[src/rtl/flash_read_ctrl_if.sv]
// SPI pin bundle between the flash read master and the serial flash.
// The master drives chip select, clock and data in; the flash drives miso.
interface flash_read_ctrl_if;
   logic cs_n;
   logic sck;
   logic mosi;
   logic miso;

   modport master (output cs_n, output sck, output mosi, input miso);
   modport slave  (input cs_n, input sck, input mosi, output miso);
endinterface

[src/rtl/flash_read_ctrl.sv]
// SPI flash read master, mode 0: sends Read Data (RD_CMD) plus a 24-bit address,
// then streams DATA_NUM bytes out on rd_data/rd_valid. One 32-clock slot per byte.
//
// state | meaning
// IDLE  | cs_n high, counters cleared, waiting for key_flag
// SETUP | one slot with cs_n low and sck idle (chip-select setup margin)
// SEND  | slots 1..4: command, address[23:16], address[15:8], address[7:0]
// RECV  | slots 5..DATA_NUM+4: one byte shifted in per slot
// HOLD  | one slot with sck low, then cs_n released and done pulsed
module flash_read_ctrl #(
   parameter logic [15:0] DATA_NUM = 16'd270,
   parameter logic [7:0]  RD_CMD   = 8'h03,
   parameter logic [23:0] RD_ADDR  = 24'h0000C8
) (
   input  logic              sys_clk,
   input  logic              sys_rst,
   input  logic              key_flag,
   flash_read_ctrl_if.master spi,
   output logic [7:0]        rd_data,
   output logic              rd_valid,
   output logic              busy,
   output logic              done
);

   typedef enum logic [4:0] {
      IDLE  = 5'b00001,
      SETUP = 5'b00010,
      SEND  = 5'b00100,
      RECV  = 5'b01000,
      HOLD  = 5'b10000
   } state_t;

   // Slot counter carries one extra bit so DATA_NUM+4 fits when DATA_NUM=65535.
   localparam logic [16:0] LAST_SEND = 17'd4;
   localparam logic [16:0] LAST_RECV = {1'b0, DATA_NUM} + 17'd4;

   state_t      state;
   state_t      state_nxt;
   logic [4:0]  cnt_clk;
   logic [16:0] cnt_byte;
   logic [1:0]  cnt_sck;
   logic [2:0]  cnt_bit;
   logic [7:0]  shift_reg;
   logic [7:0]  tx_byte;
   logic        cs_n_r;
   logic        sck_r;
   logic        mosi_r;
   logic        slot_end;
   logic        shifting;

   assign slot_end = (cnt_clk == 5'd31);
   assign shifting = (state == SEND) || (state == RECV);

   assign spi.cs_n = cs_n_r;
   assign spi.sck  = sck_r;
   assign spi.mosi = mosi_r;

   always_ff @(posedge sys_clk) begin
      if (sys_rst) begin
         state <= IDLE;
      end else begin
         state <= state_nxt;
      end
   end

   always_comb begin
      state_nxt = state;
      case (state)
         IDLE: begin
            if (key_flag) state_nxt = SETUP;
         end
         SETUP: begin
            if (slot_end) state_nxt = SEND;
         end
         SEND: begin
            if (slot_end && (cnt_byte == LAST_SEND)) state_nxt = RECV;
         end
         RECV: begin
            if (slot_end && (cnt_byte == LAST_RECV)) state_nxt = HOLD;
         end
         HOLD: begin
            if (slot_end) state_nxt = IDLE;
         end
         default: state_nxt = IDLE;
      endcase
   end

   always_comb begin
      tx_byte = 8'h00;
      case (cnt_byte)
         17'd1:   tx_byte = RD_CMD;
         17'd2:   tx_byte = RD_ADDR[23:16];
         17'd3:   tx_byte = RD_ADDR[15:8];
         17'd4:   tx_byte = RD_ADDR[7:0];
         default: tx_byte = 8'h00;
      endcase
   end

   always_ff @(posedge sys_clk) begin
      if (sys_rst) begin
         cnt_clk   <= 5'd0;
         cnt_byte  <= 17'd0;
         cnt_sck   <= 2'd0;
         cnt_bit   <= 3'd0;
         shift_reg <= 8'h00;
         cs_n_r    <= 1'b1;
         sck_r     <= 1'b0;
         mosi_r    <= 1'b0;
         rd_data   <= 8'h00;
         rd_valid  <= 1'b0;
         busy      <= 1'b0;
         done      <= 1'b0;
      end else begin
         rd_valid <= 1'b0;
         done     <= 1'b0;

         if (state == IDLE) begin
            cnt_clk  <= 5'd0;
            cnt_byte <= 17'd0;
            if (key_flag) begin
               cs_n_r <= 1'b0;
               busy   <= 1'b1;
            end
         end else begin
            cnt_clk <= cnt_clk + 5'd1;
            if (slot_end) cnt_byte <= cnt_byte + 17'd1;
         end

         // SPI clock and bit counters only run while bits are on the wire.
         if (shifting) begin
            cnt_sck <= cnt_sck + 2'd1;
            if (cnt_sck == 2'd3) cnt_bit <= cnt_bit + 3'd1;
            if (cnt_sck == 2'd0) sck_r <= 1'b0;
            else if (cnt_sck == 2'd2) sck_r <= 1'b1;
         end else begin
            cnt_sck <= 2'd0;
            cnt_bit <= 3'd0;
            sck_r   <= 1'b0;
         end

         if (state == SEND) begin
            if (cnt_sck == 2'd0) mosi_r <= tx_byte[3'd7 - cnt_bit];
         end else begin
            mosi_r <= 1'b0;
         end

         // miso is sampled one clock after sck rises; the last bit goes straight to rd_data.
         if ((state == RECV) && (cnt_sck == 2'd3)) begin
            shift_reg <= {shift_reg[6:0], spi.miso};
            if (slot_end) begin
               rd_data  <= {shift_reg[6:0], spi.miso};
               rd_valid <= 1'b1;
            end
         end

         if ((state == HOLD) && slot_end) begin
            cs_n_r   <= 1'b1;
            busy     <= 1'b0;
            done     <= 1'b1;
            cnt_byte <= 17'd0;
         end
      end
   end

endmodule

[src/flat_wrapper.sv]
// flat-port wrapper written by rule: the top's interface ports become plain ports
module flash_read_ctrl_flat 
#(
   parameter logic [15:0] DATA_NUM = 16'd270,
   parameter logic [7:0]  RD_CMD   = 8'h03,
   parameter logic [23:0] RD_ADDR  = 24'h0000C8
)
  (sys_clk, sys_rst, key_flag, rd_data, rd_valid, busy, done, spi_cs_n, spi_sck, spi_mosi, spi_miso);
  flash_read_ctrl_if spi_i ();
  input  logic sys_clk;
  input  logic sys_rst;
  input  logic key_flag;
  output logic [7:0] rd_data;
  output logic rd_valid;
  output logic busy;
  output logic done;
  output wire logic [$bits(spi_i.cs_n)-1:0] spi_cs_n;
  output wire logic [$bits(spi_i.sck)-1:0] spi_sck;
  output wire logic [$bits(spi_i.mosi)-1:0] spi_mosi;
  input wire logic [$bits(spi_i.miso)-1:0] spi_miso;
  assign spi_cs_n = spi_i.cs_n;
  assign spi_sck = spi_i.sck;
  assign spi_mosi = spi_i.mosi;
  assign spi_i.miso = spi_miso;
  flash_read_ctrl #(.DATA_NUM(DATA_NUM), .RD_CMD(RD_CMD), .RD_ADDR(RD_ADDR)) u_core (.sys_clk(sys_clk), .sys_rst(sys_rst), .key_flag(key_flag), .spi(spi_i), .rd_data(rd_data), .rd_valid(rd_valid), .busy(busy), .done(done));
endmodule
[config.mk]
export PLATFORM = sky130hd
export DESIGN_NAME = flash_read_ctrl_flat
export DESIGN_NICKNAME = d
export VERILOG_FILES = /design/src/rtl/flash_read_ctrl_if.sv /design/src/rtl/flash_read_ctrl.sv /design/src/flat_wrapper.sv
export SDC_FILE = /design/constraint.sdc
export NUM_CORES = 1
export LEC_CHECK = 0
export CAP_MARGIN = 30
export CORE_MARGIN = 2
export CORE_UTILIZATION = 31
export CTS_CLUSTER_SIZE = 16
export DETAILED_ROUTE_END_ITERATION = 10
export PLACE_DENSITY_LB_ADDON = 0.15
export SLEW_MARGIN = 20
export SYNTH_ARGS = -nofsm -noshare
export SYNTH_HDL_FRONTEND = slang
export SYNTH_SLANG_ARGS = --single-unit
[constraint.sdc]
create_clock -name sys_clk -period 2.7 [get_ports sys_clk]
set_input_delay 0.54 -clock sys_clk [delete_from_list [all_inputs] [get_ports sys_clk]]
set_output_delay 0.54 -clock sys_clk [all_outputs]
set_load 0.02 [all_outputs]
==> results.toml <==
[outcome]
status = "completed"

[setup_path]
startpoint_type = "register"
critPathMaxFanout = 6
rr_worst_depth = 8
path_class = "reg -> reg"
endpoint_kind = "register"
arrival_ns = 2.45
crit_required_ns = 2.91

[grt]
grt_pass1_vias = 1631
grt_max_degree = 18
overflow = 0
antenna_found_initial = 0
grt_use_total_pct = 11.1
grt_pass1_wl_microns = 7490

[route]
drtAntennaViolNets = 0
first_iter_violations = 36
avgRoutedWirePerCell_microns = 11.8
drc = 0
vias_per_cell = 4.61
drt-total-wl_microns = 4320
drtPass1Iterations = 4
dr_total_vias = 1692

[finish]
diodes = 0
nFillCells = 760
largest_reg_flops = 17
final_cell_count_no_fill = 367
drive_gt1_share_pct = 7.09
area_growth_pct = 17.4
layout.nets = 282

[clocking]
cts_tree = "yes"
clock-root-buffer = "clkbuf_8"
htree_levels = 2
clockBufferDepth = 2
ctsResizeCount = 0
postCtsSetupBuffers = 0
cts.sinks = 53
cts_made_buffers = 5
clk_pin_slew_ns = 0.10
clk_latency_ns = 0.30
hold_buffers = 0

[logic_synthesis]
ys_seq_area_share_pct = 45.9
syn_area_sq_mm = 0.00231
syn_inst = 245
syn-num-nets = 259
yosys_warnings = 0
synth_top_area_share_pct = 45.9
yosysTopAreaCell = "dfxtp_1"
ys_seq_elements = 53
avgSynthCellArea_sq_um = 9.44
synth_cell_types = 40
yosys-top-cells-area = "dfxtp_1 46%, nor2_1 8.1%, mux2i_1 7.4%, ha_1 5.4%, xor2_1 4.5%"

[pwr]
powerDensity_mw_per_mm2 = 628
irDropWorstVdd_mv = 0.297
leakagePower_uw = 0.00110

[placement]
portBuffers = 17
dpl.cell_count = 360
gp_congestion = 0.747
dpl.hpwl_microns = 3050

[sta]
rsz0062_at_grt = "false"
clock_skew_ns = 0.00723
finalSetupViolCount = 0
hold_viol = 0
slew_headroom_pct = 66.3
fin_hold_ws_ns = 0.448
max_freq_mhz = 446
drv_slew = 0
tightest_slew_ns = 0.505
setup-tns-final_ns = 0
fin_crit_ns = 2.24
finalCritPeriodShare_pct = 83.1

[die]
dieHeight_microns = 90.4
floorplan.die_area_sq_mm = 0.00817
ios = 18
start_util_pct = 31.9
core_sq_mm = 0.00725
die_x_microns = 90.4
placementRows = 31

[hold_path]
hp-class = "reg -> reg"
worstHoldPathCells = 1

[job]
drv_cap = 0
==> logic make-up after synthesis <==
kind of cell               Yosys count  synth area share [%]
xor gates and xnor gates            21                  7.95
and+or+nand+nor                    114                  24.5
muxes                               17                  7.36
buffers and inverters               15                  3.19
AOI/OAI and AO/OA                   15                  5.74
DFF                                 53                  45.9
adders and majority gates           10                  5.41
==> Yosys cell counts <==
master	n
dfxtp_1	53
nor2_1	50
mux2i_1	17
nand2_1	14
xor2_1	12
ha_1	10
xnor2_1	9
and3_1	7
inv_1	7
nand4_1	7
nor3_1	7
and2_1	4
clkbuf_1	4
nand3_1	4
or3_1	4
a21oi_1	3
a211oi_1	2
and4_1	2
buf_2	2
buf_6	2
nand4b_1	2
nor2b_1	2
nor3b_1	2
nor4_1	2
or2_2	2
a2111oi_4	1
a211o_1	1
a21bo_1	1
a31o_2	1
a31oi_1	1
a41oi_1	1
and4b_1	1
nor4b_1	1
o211a_1	1
o21ai_1	1
o2bb2ai_1	1
o41ai_1	1
or2_1	1
or3b_1	1
or3b_4	1
==> worst max-delay path, cell delays in order, from the launching register on <==
cell and delay [ns]:
dfxtp_1 0.36, ha_1 0.18, and3_1 0.15, ha_1 0.15, and4b_1 0.19, nand4_1 0.16, a2111oi_4 0.54, nand2_1 0.13
o41ai_1 0.29
==> where the power goes <==
part | leakage [uW] | internal (uW) | switching, uW
logic | 0.000620 | 144 | 178
registers | 0.000428 | 824 | 39.2
clock network | 0.0000540 | 270 | 250
total | 0.00110 | 1240 | 468
==> final timing paths <==
path | from | end | slack (ns)
setup / recovery | u_core.cnt_clk[0]$_SDFF_PP0_ | u_core.state[0]$_SDFFE_PP1P_ | 0.46
hold reg to reg | u_core.cnt_clk[0]$_SDFF_PP0_ | u_core.cnt_clk[0]$_SDFF_PP0_ | 0.45
hold / removal | u_core.cnt_clk[0]$_SDFF_PP0_ | u_core.cnt_clk[0]$_SDFF_PP0_ | 0.45
setup reg to reg | u_core.cnt_clk[0]$_SDFF_PP0_ | u_core.state[0]$_SDFFE_PP1P_ | 0.46
==> layout by cell type, fill, tap and decap left out, types with 2 or more instances in the layout <==
cell	n
nor2b_1	2
ha_1	10
and2_1	4
nand4b_1	2
mux2i_1	17
or2_2	2
buf_4	7
nand2_1	14
a21oi_1	3
nor2_1	50
a211oi_1	2
xnor2_1	9
clkbuf_8	5
nand3_1	4
nor3b_1	2
dfxtp_1	53
nor3_1	7
nor4_1	2
xor2_1	12
and3_1	7
or3_1	4
and4_1	2
clkdlybuf4s50_1	17
inv_1	7
nand4_1	7
==> metal layers <==
metal	part of all wire (%)	GRT usage, %
met2	45	18.8
met4	0.72	3.46
met5	0	0
met3	2.2	2.50
met1	52	14.1
==> per-stage QoR <==
step                      cell area, sq um  setup WS (ns)  power [uW]  util [%]
final                                 2720          0.457        1710      37.4
after global routing                  2720          0.253        1790      37.4
after CTS                             2720          0.443        1730      37.4
after detailed placement              2610          0.457        1200      36.0
after global placement                2610          0.510        1210      36.0
after floorplan                       2310          0.483        1080         -
==> cell type report <==
class,instances,area (sq um),share of cell area (%)
Clock inverter,2,35.0,1.29
Timing Repair Buffer,24,223,8.20
Sequential cell,53,1060,39.1
Multi-Input combinational cell,177,1180,43.4
Clock buffer,5,68.8,2.53
Inverter,7,26.3,0.968
Tap cell,99,124,4.56
Note: power is estimated with default switching activity, not from simulation.
